### config.mk
export PLATFORM = sky130hd
export DESIGN_NAME = pca_register_bank
export DESIGN_NICKNAME = d
export VERILOG_FILES = /design/src/rtl/pca_regs_pkg.sv /design/src/rtl/pca_led_channel_regs.sv /design/src/rtl/pca_register_bank.sv
export SDC_FILE = /design/constraint.sdc
export NUM_CORES = 1
export LEC_CHECK = 0
export ABC_AREA = 1
export CAP_MARGIN = 20
export CORE_UTILIZATION = 48
export CTS_CLUSTER_DIAMETER = 150
export DETAILED_ROUTE_END_ITERATION = 10
export DONT_BUFFER_PORTS = 1
export PLACE_DENSITY = 0.6
export SLEW_MARGIN = 10
export SYNTH_ARGS = -nofsm -noshare
export SYNTH_HDL_FRONTEND = slang
export SYNTH_HIERARCHICAL = 1
export SYNTH_SLANG_ARGS = --single-unit
### constraint.sdc
create_clock -name clk_i -period 12.6 [get_ports clk_i]
set_input_delay 1.26 -clock clk_i [delete_from_list [all_inputs] [get_ports clk_i]]
set_output_delay 1.26 -clock clk_i [all_outputs]
set_load 0.1 [all_outputs]
### src/rtl/pca_regs_pkg.sv
// Register map, reset values and shared helpers for the PCA9685-style register bank.
// Latency: n/a (constants and pure functions only).
// Backpressure: n/a.
package pca_regs_pkg;

    // Register addresses
    localparam logic [7:0] ADDR_MODE1         = 8'h00;
    localparam logic [7:0] ADDR_MODE2         = 8'h01;
    localparam logic [7:0] ADDR_SUBADR1       = 8'h02;
    localparam logic [7:0] ADDR_SUBADR2       = 8'h03;
    localparam logic [7:0] ADDR_SUBADR3       = 8'h04;
    localparam logic [7:0] ADDR_ALLCALLADR    = 8'h05;
    localparam logic [7:0] ADDR_LED0_ON_L     = 8'h06;
    localparam logic [7:0] ADDR_LED15_OFF_H   = 8'h45;
    localparam logic [7:0] ADDR_ALL_LED_ON_L  = 8'hFA;
    localparam logic [7:0] ADDR_ALL_LED_OFF_H = 8'hFD;
    localparam logic [7:0] ADDR_PRESCALE      = 8'hFE;
    localparam logic [7:0] ADDR_TESTMODE      = 8'hFF;

    // Reset values
    localparam logic [7:0] RST_PTR        = 8'h00;
    localparam logic [7:0] RST_MODE1      = 8'h11;
    localparam logic [7:0] RST_MODE2      = 8'h04;
    localparam logic [7:0] RST_SUBADR1    = 8'hE2;
    localparam logic [7:0] RST_SUBADR2    = 8'hE4;
    localparam logic [7:0] RST_SUBADR3    = 8'hE8;
    localparam logic [7:0] RST_ALLCALLADR = 8'hE0;
    localparam logic [7:0] RST_LED_ON_L   = 8'h00;
    localparam logic [4:0] RST_LED_ON_H   = 5'h00;
    localparam logic [7:0] RST_LED_OFF_L  = 8'h00;
    localparam logic [4:0] RST_LED_OFF_H  = 5'h10;
    localparam logic [7:0] RST_PRESCALE   = 8'h1E;

    // MODE1 bit positions
    localparam int MODE1_RESTART = 7;
    localparam int MODE1_AI      = 5;
    localparam int MODE1_SLEEP   = 4;

    // Transaction state encoding
    typedef enum logic [1:0] {
        ST_IDLE = 2'd0,
        ST_PTR  = 2'd1,
        ST_DATA = 2'd2
    } txn_state_e;

    // Auto-increment: the LED block wraps back to MODE1, as does the top of the map.
    function automatic logic [7:0] ptr_next(input logic [7:0] ptr);
        if ((ptr == ADDR_LED15_OFF_H) || (ptr == ADDR_TESTMODE)) begin
            return 8'h00;
        end
        return ptr + 8'h01;
    endfunction

    function automatic logic is_led_addr(input logic [7:0] ptr);
        return (ptr >= ADDR_LED0_ON_L) && (ptr <= ADDR_LED15_OFF_H);
    endfunction

    function automatic logic is_all_led_addr(input logic [7:0] ptr);
        return (ptr >= ADDR_ALL_LED_ON_L) && (ptr <= ADDR_ALL_LED_OFF_H);
    endfunction

endpackage

### src/rtl/pca_led_channel_regs.sv
// Four-byte ON/OFF storage for one LED channel, written individually or by ALL_LED broadcast.
// Latency: writes land on the clock edge after the enable; outputs are direct register views.
// Backpressure: none, every enabled write is accepted.
module pca_led_channel_regs
    import pca_regs_pkg::*;
(
    input  logic        clk_i,
    input  logic        rst_ni,
    input  logic        wr_en_i,
    input  logic [1:0]  wr_sel_i,
    input  logic        all_wr_en_i,
    input  logic [1:0]  all_sel_i,
    input  logic [7:0]  wr_data_i,
    output logic [12:0] led_on_o,
    output logic [12:0] led_off_o,
    output logic [31:0] rd_bytes_o
);

    logic [7:0] r_on_l;
    logic [4:0] r_on_h;
    logic [7:0] r_off_l;
    logic [4:0] r_off_h;

    logic [1:0] w_sel;
    logic       w_en;

    // Broadcast and individual writes never coincide; broadcast selects the byte when active.
    always_comb begin
        w_en  = wr_en_i | all_wr_en_i;
        w_sel = all_wr_en_i ? all_sel_i : wr_sel_i;
    end

    // Byte storage; the high bytes keep only bits [4:0] (full flag + count[11:8]).
    always_ff @(posedge clk_i or negedge rst_ni) begin
        if (!rst_ni) begin
            r_on_l  <= RST_LED_ON_L;
            r_on_h  <= RST_LED_ON_H;
            r_off_l <= RST_LED_OFF_L;
            r_off_h <= RST_LED_OFF_H;
        end else if (w_en) begin
            case (w_sel)
                2'd0:    r_on_l  <= wr_data_i;
                2'd1:    r_on_h  <= wr_data_i[4:0];
                2'd2:    r_off_l <= wr_data_i;
                default: r_off_h <= wr_data_i[4:0];
            endcase
        end
    end

    assign led_on_o   = {r_on_h, r_on_l};
    assign led_off_o  = {r_off_h, r_off_l};
    assign rd_bytes_o = {3'b000, r_off_h, r_off_l, 3'b000, r_on_h, r_on_l};

endmodule

### src/rtl/pca_register_bank.sv
// PCA9685-compatible register file behind the byte-level I2C target: pointer, auto-increment, config buses.
// Latency: writes update registers and pulse reg_update_o one edge after wr_valid_i; reads return one cycle after rd_req_i.
// Backpressure: none; strobes are accepted every cycle, lower-priority strobes in a busy cycle are dropped.
module pca_register_bank
    import pca_regs_pkg::*;
#(
    parameter int         NUM_CH       = 16,
    parameter logic [7:0] PRESCALE_MIN = 8'h03
) (
    input  logic                  clk_i,
    input  logic                  rst_ni,
    input  logic                  txn_start_i,
    input  logic                  txn_stop_i,
    input  logic                  wr_valid_i,
    input  logic [7:0]            wr_data_i,
    input  logic                  rd_req_i,
    output logic [7:0]            rd_data_o,
    output logic                  rd_valid_o,
    output logic [7:0]            mode1_o,
    output logic [7:0]            mode2_o,
    output logic [7:0]            prescale_o,
    output logic [NUM_CH*13-1:0]  led_on_o,
    output logic [NUM_CH*13-1:0]  led_off_o,
    output logic                  reg_update_o
);

    txn_state_e r_state;
    logic [7:0] r_ptr;
    logic [7:0] r_rd_data;
    logic       r_rd_valid;

    logic [7:0] r_mode1;
    logic [7:0] r_mode2;
    logic [7:0] r_subadr1;
    logic [7:0] r_subadr2;
    logic [7:0] r_subadr3;
    logic [7:0] r_allcall;
    logic [7:0] r_prescale;
    logic       r_reg_update;

    logic        w_data_wr;
    logic        w_is_led;
    logic        w_is_all;
    logic [5:0]  w_led_off;
    logic [3:0]  w_ch_idx;
    logic [1:0]  w_ch_sel;
    logic [1:0]  w_all_sel;
    logic        w_all_wr;
    logic        w_prescale_ok;
    logic        w_commit;
    logic [7:0]  w_ptr_adv;
    logic [7:0]  w_rd_byte;
    logic [31:0] w_ch_bytes [NUM_CH];

    // Decode of the current pointer and of an accepted data-phase write.
    always_comb begin
        w_data_wr     = wr_valid_i & ~txn_start_i & ~txn_stop_i & (r_state == ST_DATA);
        w_is_led      = is_led_addr(r_ptr);
        w_is_all      = is_all_led_addr(r_ptr);
        w_led_off     = r_ptr[5:0] - ADDR_LED0_ON_L[5:0];
        w_ch_idx      = w_led_off[5:2];
        w_ch_sel      = w_led_off[1:0];
        // 0xFA..0xFD have low bits 2,3,0,1; subtracting 2 maps them to ON_L..OFF_H.
        w_all_sel     = r_ptr[1:0] - 2'd2;
        w_all_wr      = w_data_wr & w_is_all;
        w_prescale_ok = w_data_wr & (r_ptr == ADDR_PRESCALE) & r_mode1[MODE1_SLEEP];
        // Addresses 0x00..0x45 are all backed by storage.
        w_commit      = (w_data_wr & (r_ptr <= ADDR_LED15_OFF_H)) | w_all_wr | w_prescale_ok;
        // AI is sampled before any MODE1 write in the same cycle takes effect.
        w_ptr_adv     = r_mode1[MODE1_AI] ? ptr_next(r_ptr) : r_ptr;
    end

    // Read mux: unmapped addresses, ALL_LED and TESTMODE all read as zero.
    always_comb begin
        w_rd_byte = 8'h00;
        if (w_is_led) begin
            w_rd_byte = w_ch_bytes[w_ch_idx][8*w_ch_sel +: 8];
        end else begin
            case (r_ptr)
                ADDR_MODE1:      w_rd_byte = r_mode1;
                ADDR_MODE2:      w_rd_byte = r_mode2;
                ADDR_SUBADR1:    w_rd_byte = r_subadr1;
                ADDR_SUBADR2:    w_rd_byte = r_subadr2;
                ADDR_SUBADR3:    w_rd_byte = r_subadr3;
                ADDR_ALLCALLADR: w_rd_byte = r_allcall;
                ADDR_PRESCALE:   w_rd_byte = r_prescale;
                default:         w_rd_byte = 8'h00;
            endcase
        end
    end

    // Transaction FSM: owns state, pointer and the registered read response.
    always_ff @(posedge clk_i or negedge rst_ni) begin
        if (!rst_ni) begin
            r_state    <= ST_IDLE;
            r_ptr      <= RST_PTR;
            r_rd_data  <= 8'h00;
            r_rd_valid <= 1'b0;
        end else begin
            r_rd_valid <= 1'b0;
            if (txn_start_i) begin
                r_state <= ST_PTR;
            end else if (txn_stop_i) begin
                r_state <= ST_IDLE;
            end else begin
                case (r_state)
                    ST_PTR: begin
                        if (wr_valid_i) begin
                            r_ptr   <= wr_data_i;
                            r_state <= ST_DATA;
                        end else if (rd_req_i) begin
                            r_rd_data  <= w_rd_byte;
                            r_rd_valid <= 1'b1;
                            r_ptr      <= w_ptr_adv;
                        end
                    end
                    ST_DATA: begin
                        if (wr_valid_i) begin
                            r_ptr <= w_ptr_adv;
                        end else if (rd_req_i) begin
                            r_rd_data  <= w_rd_byte;
                            r_rd_valid <= 1'b1;
                            r_ptr      <= w_ptr_adv;
                        end
                    end
                    default: begin
                        r_state <= ST_IDLE;
                    end
                endcase
            end
        end
    end

    // Global configuration registers and the write-commit strobe.
    always_ff @(posedge clk_i or negedge rst_ni) begin
        if (!rst_ni) begin
            r_mode1      <= RST_MODE1;
            r_mode2      <= RST_MODE2;
            r_subadr1    <= RST_SUBADR1;
            r_subadr2    <= RST_SUBADR2;
            r_subadr3    <= RST_SUBADR3;
            r_allcall    <= RST_ALLCALLADR;
            r_prescale   <= RST_PRESCALE;
            r_reg_update <= 1'b0;
        end else begin
            r_reg_update <= w_commit;
            if (w_data_wr) begin
                case (r_ptr)
                    ADDR_MODE1:      r_mode1   <= wr_data_i;
                    ADDR_MODE2:      r_mode2   <= wr_data_i;
                    ADDR_SUBADR1:    r_subadr1 <= wr_data_i;
                    ADDR_SUBADR2:    r_subadr2 <= wr_data_i;
                    ADDR_SUBADR3:    r_subadr3 <= wr_data_i;
                    ADDR_ALLCALLADR: r_allcall <= wr_data_i;
                    default: ;
                endcase
            end
            // The prescaler may only change while the oscillator is asleep.
            if (w_prescale_ok) begin
                r_prescale <= (wr_data_i < PRESCALE_MIN) ? PRESCALE_MIN : wr_data_i;
            end
        end
    end

    // One storage block per LED channel, sharing the broadcast write path.
    for (genvar ch = 0; ch < NUM_CH; ch++) begin : g_ch
        logic w_ch_wr;
        assign w_ch_wr = w_data_wr & w_is_led & (w_ch_idx == 4'(ch));

        pca_led_channel_regs u_ch (
            .clk_i       (clk_i),
            .rst_ni      (rst_ni),
            .wr_en_i     (w_ch_wr),
            .wr_sel_i    (w_ch_sel),
            .all_wr_en_i (w_all_wr),
            .all_sel_i   (w_all_sel),
            .wr_data_i   (wr_data_i),
            .led_on_o    (led_on_o[13*ch +: 13]),
            .led_off_o   (led_off_o[13*ch +: 13]),
            .rd_bytes_o  (w_ch_bytes[ch])
        );
    end

    assign rd_data_o    = r_rd_data;
    assign rd_valid_o   = r_rd_valid;
    assign mode1_o      = r_mode1;
    assign mode2_o      = r_mode2;
    assign prescale_o   = r_prescale;
    assign reg_update_o = r_reg_update;

endmodule

* Word-level counts from Yosys, hierarchy flattened *
Cells that the tools add are included.
W data, S select, Z words.

word-level totals
  bits in read-only memories = 0
  memories kept = 0
  output and inout port bits = 450
  logic and storage cells = 268
  register bits after elaboration = 492
  RAM bits = 0
  latch bits = 0

operators by class
  add/subtract/negate cells = 3
  shifts and indexed selects = 1
  order comparisons = 6
  mux-type cells = 24
  eq/ne operators = 29
  bitwise gates (word level) = 47
  divide/modulo/power cells = 0
  multiply operators = 0
  reduce and logical (&&, ||, !) cells = 82

operators with widths
  cell                   count
  $reduce_and A2 Y1      71
  $bmux W32 S4           1
  $mux W32               2
  $mux W8                8
  $pmux W8 S7            1
  $eq A4 B4 Y1 const B   8
  $shiftx A32 B6 Y8      1
  $and A1 B1 Y1          24
  $or A1 B1 Y1           18
  $eq A4 B3 Y1 const B   4
  $eq A8 B2 Y1 const B   2
  $eq A8 B3 Y1 const B   2
  $eq A8 B8 Y1 const B   2
  $pmux W8 S2            1
  $add A8 B1 Y8 const B  1
  $eq A4 B2 Y1 const B   2
  $eq A8 B1 Y1 const B   1
  $eq A8 B7 Y1 const B   1
  $ge A8 B3 Y1 const B   1
  $ge A8 B8 Y1 const B   1
  $le A8 B7 Y1 const B   1
  $le A8 B8 Y1 const B   1
  $logic_not A8 Y1       1
  $lt A8 B2 Y1 const B   1
  22 further kinds       36

* Logic depth before layout (Yosys ltp) *
Gate-level depths: netlist of run 1.

  word-level depth = 10
  depth in mapped cells = 18
  mapped depth without buffers = 15

* Hierarchy *
Netlist of run 1, hierarchy kept.

modules (own cells, without submodules)
  module                area an instance (µm²)  cells each  times used
  pca_led_channel_regs  1406.3                  166         16
  pca_register_bank     10570.1                 2139        1

* Worst setup path before layout of run 1 *
Ideal clock, no wire load.

  kind = register -> register
  start = register r_ptr[0]
  end = register g_ch[0].u_ch.r_off_h[0]
  data required time = 12.478 ns
  stages on the path, launching flop included = 12
  arrival time = 10.062 ns
  slack = 2.416 ns
  period minus slack after synthesis = 10.184 ns
  path buffers = 2
  cell sequence = dfrtp_1 > clkbuf_1 > inv_1 > clkbuf_1 > ha_1 > nor3_1 > a211oi_1 > nand2_1 > nand2_4 > nand3_1 > nand2_1 > nand2_1

on the way
  longest elaborated chain between the ends = 8
  elaborated cells between the ends (all ways) = 20
  classes of those cells = 2 x add/sub; 4 x order compare; 2 x eq/ne; 1 x mux; 5 x bitwise; 6 x reduce/logical

ends and longest elaborated chain
  item                                                 line                        source
  start, declared                                      pca_register_bank.sv:28     logic [7:0] r_ptr;
  start signal, assigned                               pca_register_bank.sv:109    r_ptr <= wr_data_i;
  start signal, assigned                               pca_register_bank.sv:114    r_ptr <= w_ptr_adv;
  start signal, assigned                               pca_register_bank.sv:119    r_ptr <= w_ptr_adv;
  $ge A8 B8 Y1 / $le A8 B8 Y1 (equally long branches)  pca_regs_pkg.sv:59          return (ptr >= ADDR_ALL_LED_ON_L) && (ptr <= ADDR_ALL_LED_OFF_H);
  $logic_and A1 B1 Y1 *                                pca_regs_pkg.sv:59
  $and A1 B1 Y1 *                                      pca_register_bank.sv:65     w_all_wr = w_data_wr & w_is_all;
  via w_all_wr                                         pca_register_bank.sv:48     logic w_all_wr;
  $mux W2                                              pca_led_channel_regs.sv:30  w_sel = all_wr_en_i ? all_sel_i : wr_sel_i;
  $eq A2 B1 Y1, or another cell as far along           pca_led_channel_regs.sv:41  case (w_sel)
  $reduce_or A3 Y1 (no line)                           -
  $not A1 Y1 (no line)                                 -
  $reduce_and A2 Y1 (no line) *                        -
  end signal, assigned                                 pca_led_channel_regs.sv:45  default: r_off_h <= wr_data_i[4:0];
  end, declared                                        pca_led_channel_regs.sv:22  logic [4:0] r_off_h;

The timed path passes the listed nets; every way through them passes the cells marked *.
A chain may end at the register's enable or synchronous reset.

* Worst setup path in the final report of run 1 *
  start = register r_ptr[2]
  end = register g_ch[15].u_ch.r_off_l[4]

on the way
  longest elaborated chain between the ends = 6
  elaborated cells between the ends (all ways) = 15
  classes of those cells = 1 x add/sub; 4 x order compare; 2 x eq/ne; 1 x mux; 4 x bitwise; 3 x reduce/logical

ends and longest elaborated chain
  item                                                 line                        source
  $ge A8 B3 Y1 / $le A8 B7 Y1 (equally long branches)  pca_regs_pkg.sv:55          return (ptr >= ADDR_LED0_ON_L) && (ptr <= ADDR_LED15_OFF_H);
  $logic_and A1 B1 Y1                                  pca_regs_pkg.sv:55
  $and A1 B1 Y1                                        pca_register_bank.sv:168    assign w_ch_wr = w_data_wr & w_is_led & (w_ch_idx == 4'(ch));
  $and A1 B1 Y1 *                                      pca_register_bank.sv:168
  via g_ch[15].w_ch_wr                                 pca_register_bank.sv:167    logic w_ch_wr;
  $or A1 B1 Y1 *                                       pca_led_channel_regs.sv:29  w_en = wr_en_i | all_wr_en_i;
  $reduce_and A2 Y1 (no line) *                        -
  end signal, assigned                                 pca_led_channel_regs.sv:44  2'd2: r_off_l <= wr_data_i;
  end, declared                                        pca_led_channel_regs.sv:21  logic [7:0] r_off_l;

Marked as above.

==> impl_metrics.tcl, run 1 <==
set metrics [dict create \
    status "complete, but fails checks" \
    failed_checks "max-slew violations" \
    final_hold_viol_count 0 \
    grt_pass1_vias 25990 \
    drt-total-wl_um 116400 \
    cts_sinks 492 \
    fp.dieW_um 264.5 \
    tightestPinTransition_ns 3.499 \
    cp-start-kind "flip-flop" \
    gp_congestion 0.9387 \
    core_um2 67630 \
    final_area_um2 31380 \
    cts_made_buffers 57 \
    max_slew_margin -1.333 \
    rsz0062_at_grt "no" \
    finalSetupViolCount 0 \
    avgSynthCellArea_um2 6.897 \
    crit_type "reg2reg" \
    worst_r2r_startpoint "r_ptr[2]" \
    yosysSeqAreaShare 0.3737 \
    clockPowerShare 0.361 \
    grt_usage 0.3281 \
    overflow 0 \
    dp_hpwl_um 77260 \
    instances_no_fill 5153 \
    ir_drop_mv 0.1011 \
    p_sw_w 0.001926 \
    grt_antenna_before_repair 0 \
    crit_path_start "r_ptr[2]" \
    register_area_um2 12360 \
    grt_start_max_net_pins 493 \
    cts_root_buf "clkbuf_16" \
    seqPwrFrac 0.385 \
    start_util 0.4890 \
    netlist_instances 4795 \
    drive_above_1_share 0.07874 \
    max_cap_violations 0 \
    postRouteAntennaNets 0 \
    tritoncts "built" \
    async_reset_ff_frac 1.000 \
    switching_share 0.4022 \
    holdBufCountCts 0 \
    required_ns 13.10 \
    pwr-share-comb 0.254 \
    power.density_nw_per_um2 152.6 \
    dr_total_vias 28080 \
    max_freq_ghz 0.2049 \
    yosys_most_used_dff "dfrtp_1" \
    clock_skew_ns 0.02726 \
    p_leak_nw 17.79 \
    synthesis.area_um2 33070 \
    numPortBuffers 0 \
    drv_slew 395 \
    mostFrequentLayoutCell "nand2_1" \
    post_cts_resized 0 \
    fin_crit_sh 0.3873 \
    min_period_ns 4.880 \
    fill_cells 6974 \
    via_per_inst 5.450 \
    placed_cells 5044 \
    ys_ff_latch 492 \
    syn_to_final_growth_pct -5.104 \
    synth_edf_count 0 \
    dr.pass1.iters 6 \
    die_area_um2 69950 \
    wire_per_inst_um 22.59 \
    endpoint_kind "flip-flop" \
    diodes 0 \
    io_pins 464 \
    worst_ep_arrival_time_ns 5.38 \
    clkLatencyLatePin_ns 0.63 \
    grt_pass1_wl_um 173000 \
    final_cell_mix "2546 x nand2_1, 453 x dfrtp_1, 363 x nand3_1" \
    fin_util 0.4640 \
    synth_cell_type_count 39 \
    finalSetupTns_ns 0 \
    place_area_um2 29410 \
    multiInputGateArea_um2 15260 \
    intPower_w 0.002863 \
    drc 0 \
    worstPathMaxFanout 120 \
    cts_htree_levels 2 \
    synth_warnings 6 \
    drt-initial-drc-count 3122 \
    clockBufferDepth 3 \
    nets 4255 \
    rows 95 \
    clk_pin_slew_ns 0.06 \
    postCtsSetupBuffers 0 \
    hp-class "in2async" \
    die_y_um 264.5 \
]
## state kept, by name (all words and copies together) (netlist names), 80 cells and up
name and flops:
g_ch.u_ch/r_off_l 128, g_ch.u_ch/r_on_l 128, g_ch.u_ch/r_off_h 80, g_ch.u_ch/r_on_h 80
## synthesized netlist by cell type (all sizes together) (4+ instances only)
library cell / count / share of area
nand3: 401 / 0.067
a31oi: 4 / 0.00076
buf: 705 / 0.16
dfstp: 38 / 0.030
inv: 149 / 0.017
o211ai: 4 / 0.0011
ha: 10 / 0.0038
nor3: 5 / 0.0018
nand4: 161 / 0.030
o21ai: 80 / 0.012
nor2: 92 / 0.021
clkbuf: 13 / 0.0015
nand2: 2606 / 0.30
conb: 16 / 0.0018
and3: 4 / 0.00076
a21oi: 43 / 0.0065
dfrtp: 454 / 0.34
## kinds of logic after synthesis
kind of cell             Yosys count  share of synthesized area
other                             16                   0.001816
XOR/XNOR                           2                  0.0005298
adder cells (fa/ha/maj)           10                   0.003783
flip-flops                       492                     0.3737
buffers and inverters            869                     0.1750
AND/OR/NAND/NOR                 3271                     0.4238
AO/OA/AOI/OAI                    135                    0.02141
## power by group through the flow
stage | Combinational (W) | Sequential (W) | Clock, W
final | 0.00122 | 0.00185 | 0.00173
after global routing | 0.00134 | 0.00185 | 0.00182
after CTS | 0.00119 | 0.00184 | 0.00175
after detailed placement | 0.00118 | 0.00187 | 0
after global placement | 0.00118 | 0.00187 | 0
after floorplan | 0.00106 | 0.00186 | 0
## worst paths after layout
| path | to | slack (ns) | cells past startpoint |
|---|---|---|---|
| worst max register to register | g_ch[15].u_ch/r_off_l[4] | 7.72 | 12 |
| max in group asynchronous | g_ch[14].u_ch/r_on_h[1] | 9.52 | 0 |
| min in group clk_i | r_allcall[7] | 0.47 | 2 |
| worst max-delay path | g_ch[15].u_ch/r_off_l[4] | 7.72 | 12 |
| worst min register to register | r_allcall[7] | 0.47 | 2 |
| worst min-delay path | g_ch[15].u_ch/r_on_l[1] | 0.34 | 0 |
## critical path, stage by stage (launching register included)
cell     delay (ns)
dfrtp_1        0.54
inv_2          0.15
ha_4           0.37
inv_8          0.46
buf_4          0.77
buf_4          0.76
nand3_2        0.46
nor2_1         0.30
nor2_2         0.12
inv_2          0.26
nand3_2        0.22
nand2_1        0.14
nand2_1        0.07
## routing by layer
layer | up-vias | global-route usage | wire (um)
met5 | - | 0 | 0
met4 | 0 | 0.1504 | 5769
met3 | 244 | 0.07013 | 9973
met2 | 1199 | 0.5286 | 54770
met1 | 13290 | 0.4216 | 45870
li1 | 13350 | - | -
## layout make-up
type	instances	share of cell area
tap	873	0.03480
clock inverter	21	0.008492
sequential	492	0.3939
multi-input combinational	3514	0.4863
timing repair buffer	15	0.004625
inverter	151	0.01838
clock buffer	87	0.05350
## metrics by stage
step	worst slack, ns	total power (W)	hold WS, ns
after floorplan	2.416	0.002926	0.4534
after global placement	7.785	0.003052	0.4625
after detailed placement	7.757	0.003056	0.4646
after CTS	7.758	0.004785	0.3243
after global routing	7.320	0.005001	0.3223
final	7.720	0.004789	0.3378
(Power assumes the default switching activity.)
==> inputs of run 2 (changes only) <==
Settings changed: ABC_AREA 1 to 0, PLACE_DENSITY 0.6 to 0.62.
Clock period 12.6 ns to 4 ns, I/O delays scaled along.
==> run 2 against run 1 <==
  * The run ends with negative hold slack, max-slew violations left
  * Combinational power grew to 3.0 times the previous value
  * Clock-buffer cell count down 13
  * Die area is 10% lower
  * Worst setup slack worse by 7.3 ns
  * Fmax is 35% higher
  * Cell count shrank 43%
  * Critical path depth did not move
  * Cell area fell by 2.5%
  * Area after synthesis shrank 10%
  * Via count down 35%
  * Sequential share of layout area up 1.0 points
  * Largest cell class unchanged
==> impl_metrics.tcl, run 2 <==
set metrics [dict create \
    yosys_most_used_dff "dfrtp_1" \
    synth-adder-area-share 0.004214 \
    max_slew_margin -0.005390 \
    grt_usage 0.2960 \
    cp-start-kind "flip-flop" \
    finalSetupTns_ns 0 \
    worst_ep_arrival_time_ns 4.10 \
    wire_per_inst_um 31.75 \
    yosysTopAreaCell "dfrtp_1" \
    required_ns 4.50 \
    overflow 0 \
    synthMuxAreaShare 0.2723 \
    worst_r2r_startpoint "r_ptr[1]" \
    fin_util 0.5040 \
    top_regs "g_ch.u_ch/r_off_l: 128 flops, g_ch.u_ch/r_on_l: 128 flops" \
    synthesis.area_um2 29690 \
    drv_slew 24 \
    cts_made_buffers 56 \
    synth_top_family_by_area "multiplexers" \
    synth_cell_type_count 72 \
    nets 2137 \
    die_area_um2 62860 \
    crit_path_start "r_ptr[1]" \
    avgSynthCellArea_um2 12.24 \
    start_util 0.4892 \
    ys_ff_latch 492 \
    clk_pin_slew_ns 0.06 \
    multiInputGateArea_um2 13620 \
    drt-total-wl_um 93480 \
    synthSimpleGateAreaFrac 0.07341 \
    synth_warnings 6 \
    synthTopCellsByCount "525 x buf_4, 475 x mux2_2, 454 x dfrtp_1" \
    cpPeakStageDelay_ns 0.67 \
    mostFrequentLayoutCell "dfrtp_1" \
    holdBufCountCts 16 \
    synth_compound_area_frac 0.07425 \
    fp.dieW_um 250.7 \
    status "complete, but fails checks" \
    p_leak_nw 14.09 \
    synth_edf_count 0 \
    final_hold_viol_count 458 \
    slowest_stage "a21oi_2" \
    drt-initial-drc-count 1671 \
    syn_to_final_growth_pct 3.026 \
    io_pins 464 \
    finalSetupViolCount 0 \
    netlist_instances 2425 \
    numPortBuffers 0 \
    post_cts_resized 0 \
    synth-xor-area-share 0.004214 \
    min_period_ns 3.602 \
    final_cell_mix "453 x dfrtp_1, 376 x mux2_2, 159 x nand2_1" \
    fin_crit_sh 0.9005 \
    rsz0062_at_grt "no" \
    via_per_inst 6.173 \
    drc 0 \
    max_freq_ghz 0.2776 \
    dr.pass1.iters 5 \
    register_area_um2 12360 \
    cts_htree_levels 2 \
    rows 90 \
    worstPathMaxFanout 12 \
    clockBufferDepth 3 \
    tritoncts "built" \
    gp_congestion 0.8983 \
    dr_total_vias 18170 \
    failed_checks "negative hold slack, max-slew violations" \
    synth_top_area_share 0.3826 \
    crit_chain "inv_4, ha_1, nor3b_4, o21a_1, a311o_1, nor2_4, nand2_1, nor2_1, buf_4, nor4b_2, a21oi_2, mux2_2" \
    fill_cells 5229 \
    endpoint_kind "flip-flop" \
    synth_most_common_cell "buf_4" \
    cts_root_buf "clkbuf_16" \
    grt_pass1_vias 18310 \
    clkLatencyLatePin_ns 0.62 \
    hold_ws_ns -0.5096 \
    die_y_um 250.7 \
    drive_above_1_share 0.4565 \
    async_reset_ff_frac 1.000 \
    clock_skew_ns 0.01674 \
    grt_pass1_wl_um 136200 \
    yosysSeqAreaShare 0.4163 \
    ir_drop_mv 0.3396 \
    grt_antenna_before_repair 2 \
    max_cap_violations 0 \
    postCtsSetupBuffers 0 \
    ys_top_cells_by_area "dfrtp_1 38%, mux2_2 18%, buf_4 13%" \
    cts_sinks 492 \
    tightestPinTransition_ns 1.508 \
    core_um2 60700 \
    grt_start_max_net_pins 493 \
    postRouteAntennaNets 0 \
    crit_type "reg2reg" \
    hp-class "in2async" \
    dp_hpwl_um 63880 \
    power.density_nw_per_um2 487.2 \
]
run 2: cell types whose count changed after synthesis, sizes merged, moves of 125 or more:
cell	delta
nand4	-147
inv	-125
nand3	-344
mux2	+475
nand2	-2445
buf	-128
run 2: metrics by stage:
stage | hold WS, ns | instances | total power, W | instance area, um^2 | setup WS, ns
3_5_place_dp | 0.1262 | 2821 | 0.009045 | 28220 | 0.4333
2_1_floorplan | 0.1044 | 2505 | 0.008121 | 30530 | -0.2652
6_report | -0.5096 | 2944 | 0.01490 | 30590 | 0.3978
4_1_cts | -0.5355 | 2942 | 0.01495 | 30580 | 0.4137
3_3_place_gp | 0.1258 | 2821 | 0.009007 | 28220 | 0.5436
5_1_grt | -0.5282 | 2942 | 0.01540 | 30580 | 0.2535
run 2: worst paths after layout:
| kind | end | slack [ns] | cells after the start |
|---|---|---|---|
| max in group asynchronous | r_ptr[0] | 3.26 | 0 |
| worst min-delay path | g_ch[1].u_ch/r_off_h[0] | -0.51 | 0 |
| worst max-delay path | g_ch[8].u_ch/r_on_l[4] | 0.40 | 12 |
| min in group clk_i | r_ptr[7] | 0.04 | 2 |
| worst max register to register | g_ch[8].u_ch/r_on_l[4] | 0.40 | 12 |
| worst min register to register | r_subadr3[1] | 0.51 | 1 |
run 2: power breakdown:
| group | leakage (nW) | switching (W) | internal (W) | total (W) |
|---|---|---|---|---|
| clock network | 1.03 | 0.00221 | 0.00356 | 0.00577 |
| logic | 6.36 | 0.00242 | 0.00129 | 0.00370 |
| registers | 6.71 | 0.000382 | 0.00505 | 0.00543 |
run 2: metal layers:
layer	routed length (um)	vias up	GRT usage
li1	-	7602	-
met1	37300	9617	0.3808
met2	44280	787	0.4764
met3	8122	166	0.08012
met4	3770	0	0.1117
met5	0	-	0
run 2: cell type report:
cell class                 count  area share
clock inverter                31     0.01534
tap                          782     0.03199
antenna                        2   0.0001636
clock buffer                  74     0.05297
sequential                   492      0.4042
timing repair buffer         157     0.04696
inverter                      26    0.003272
multi-input combinational   1380      0.4451
run 2: cells by family (layout without fill, tap and decap cells):
| kind of cell | Yosys count | in the layout |
|---|---|---|
| buf+inv | 633 | 288 |
| mux | 617 | 617 |
| flops | 492 | 492 |
| simple gates | 413 | 413 |
| compound gates | 234 | 234 |
| other cells | 16 | 98 |
| fa+ha+maj | 10 | 10 |
| xor+xnor | 10 | 10 |
run 2: worst max-delay path: cells and delay by family, from the launching register on:
kind            cells  cell delay [ns]
buf+inv             2             0.25
mux                 1             0.42
compound gates      3             1.04
flops               1             0.66
fa+ha+maj           1             0.26
simple gates        5             0.85
==> inputs of run 3 (changes only) <==
Settings changed: HOLD_SLACK_MARGIN set to 0.03, RECOVER_POWER set to 25.
==> run 3 against run 2 <==
  * The run ends with negative hold slack left
  * Clock power barely moved
  * Clock skew decreased by 0.0012 ns
  * First-iteration DRC count fell by 2.0%
  * Via count about the same
  * Clock-buffer cell count is the same
  * Register-to-register slack is essentially flat
  * Worst hold slack improved by 0.0044 ns
  * Critical path type unchanged
==> impl_metrics.tcl, run 3 (synthesis gave the netlist of run 2 again) <==
set metrics [dict create \
    grt_pass1_wl_um 135500 \
    final_hold_viol_count 492 \
    worst_r2r_startpoint "r_ptr[1]" \
    post_cts_resized 0 \
    cts_root_buf "clkbuf_16" \
    max_slew_margin 0.2435 \
    overflow 0 \
    nets 2135 \
    tritoncts "built" \
    postCtsSetupBuffers 0 \
    min_period_ns 3.611 \
    final_cell_mix "453 x dfrtp_1, 376 x mux2_2, 159 x nand2_1" \
    die_area_um2 62860 \
    drive_above_1_share 0.4569 \
    max_cap_violations 0 \
    grt_antenna_before_repair 2 \
    failed_checks "negative hold slack" \
    grt_pass1_vias 18280 \
    syn_to_final_growth_pct 2.958 \
    cp-start-kind "flip-flop" \
    tightestPinTransition_ns 1.135 \
    gp_congestion 0.8983 \
    drv_slew 0 \
    fill_cells 5232 \
    hp-class "in2async" \
    multiInputGateArea_um2 13620 \
    die_y_um 250.7 \
    cts_made_buffers 56 \
    fin_util 0.5036 \
    worst_ep_arrival_time_ns 4.17 \
    drc 0 \
    drt-total-wl_um 93120 \
    crit_type "reg2reg" \
    clock_skew_ns 0.01558 \
    clockBufferDepth 3 \
    register_area_um2 12360 \
    endpoint_kind "flip-flop" \
    rows 90 \
    clk_pin_slew_ns 0.07 \
    fin_crit_sh 0.9028 \
    grt_usage 0.2939 \
    io_pins 464 \
    cts_sinks 492 \
    status "complete, but fails checks" \
    top_regs "g_ch.u_ch/r_off_l: 128 flops, g_ch.u_ch/r_on_l: 128 flops" \
    dr.pass1.iters 6 \
    core_um2 60700 \
    grt_start_max_net_pins 493 \
    dr_total_vias 18180 \
    finalSetupViolCount 0 \
    hold_ws_ns -0.5052 \
    via_per_inst 6.179 \
    power.density_nw_per_um2 487.9 \
    ir_drop_mv 0.3369 \
    pre_cts_slack_ns 0.4333 \
    max_freq_ghz 0.2769 \
    cts_htree_levels 2 \
    clkLatencyLatePin_ns 0.62 \
    dp_hpwl_um 63880 \
    p_leak_nw 14.09 \
    crit_path_start "r_ptr[1]" \
    required_ns 4.56 \
    rsz0062_at_grt "no" \
    start_util 0.4892 \
    worst_slack_ns 0.3890 \
    fp.dieW_um 250.7 \
    numPortBuffers 0 \
    mostFrequentLayoutCell "dfrtp_1" \
    holdBufCountCts 14 \
    postRouteAntennaNets 0 \
    drt-initial-drc-count 1637 \
    worstPathMaxFanout 14 \
    wire_per_inst_um 31.65 \
]
run 3: critical path, stage by stage (launching register included):
cell and delay, ns:
dfrtp_1 0.67, ha_1 0.30, nor3_2 0.09, xnor2_2 0.54, buf_4 0.36, and2_1 0.33
a32oi_1 0.23, a2111oi_0 0.75, o32a_1 0.27
run 3: worst paths after layout:
check / endpoint / slack, ns / cells past startpoint
max: rd_data_o[2] / 0.39 / 8
min: g_ch[7].u_ch/r_on_h[3] / -0.51 / 0
max reg2reg: rd_data_o[2] / 0.39 / 8
min reg2reg: r_subadr3[1] / 0.50 / 1
max in group asynchronous: g_ch[11].u_ch/r_off_l[6] / 3.68 / 0
min in group clk_i: r_ptr[6] / 0.06 / 2
run 3: metrics by stage:
step / instances / power, W / hold WS [ns] / area (um^2) / TNS, ns
after floorplan: 2505 / 0.008121 / 0.1044 / 30530 / -91.55
after global placement: 2821 / 0.009007 / 0.1258 / 28220 / 0
after detailed placement: 2821 / 0.009045 / 0.1262 / 28220 / 0
after CTS: 2940 / 0.01495 / -0.5355 / 30560 / 0
after global routing: 2940 / 0.01540 / -0.5282 / 30560 / 0
final: 2942 / 0.01491 / -0.5052 / 30570 / 0
run 3: routing by layer:
layer / wire length [um] / GRT usage / part of all wire
met1: 37680 / 0.3799 / 0.40
met4: 3493 / 0.1104 / 0.038
met5: 0 / 0 / 0
met2: 44220 / 0.4702 / 0.47
met3: 7716 / 0.08054 / 0.083
run 3: area by class of cell:
class                      instances  area share
multi-input combinational       1380      0.4454
sequential                       492      0.4044
clock buffer                      74     0.05300
timing repair buffer             155     0.04633
tap                              782     0.03201
clock inverter                    31     0.01535
inverter                          26    0.003274
antenna                            2   0.0001637
run 3: report_power, final:
| group | total [W] | switching (W) | internal (W) |
|---|---|---|---|
| registers | 0.00543 | 0.000381 | 0.00505 |
| logic | 0.00371 | 0.00242 | 0.00129 |
| clock network | 0.00577 | 0.00221 | 0.00356 |
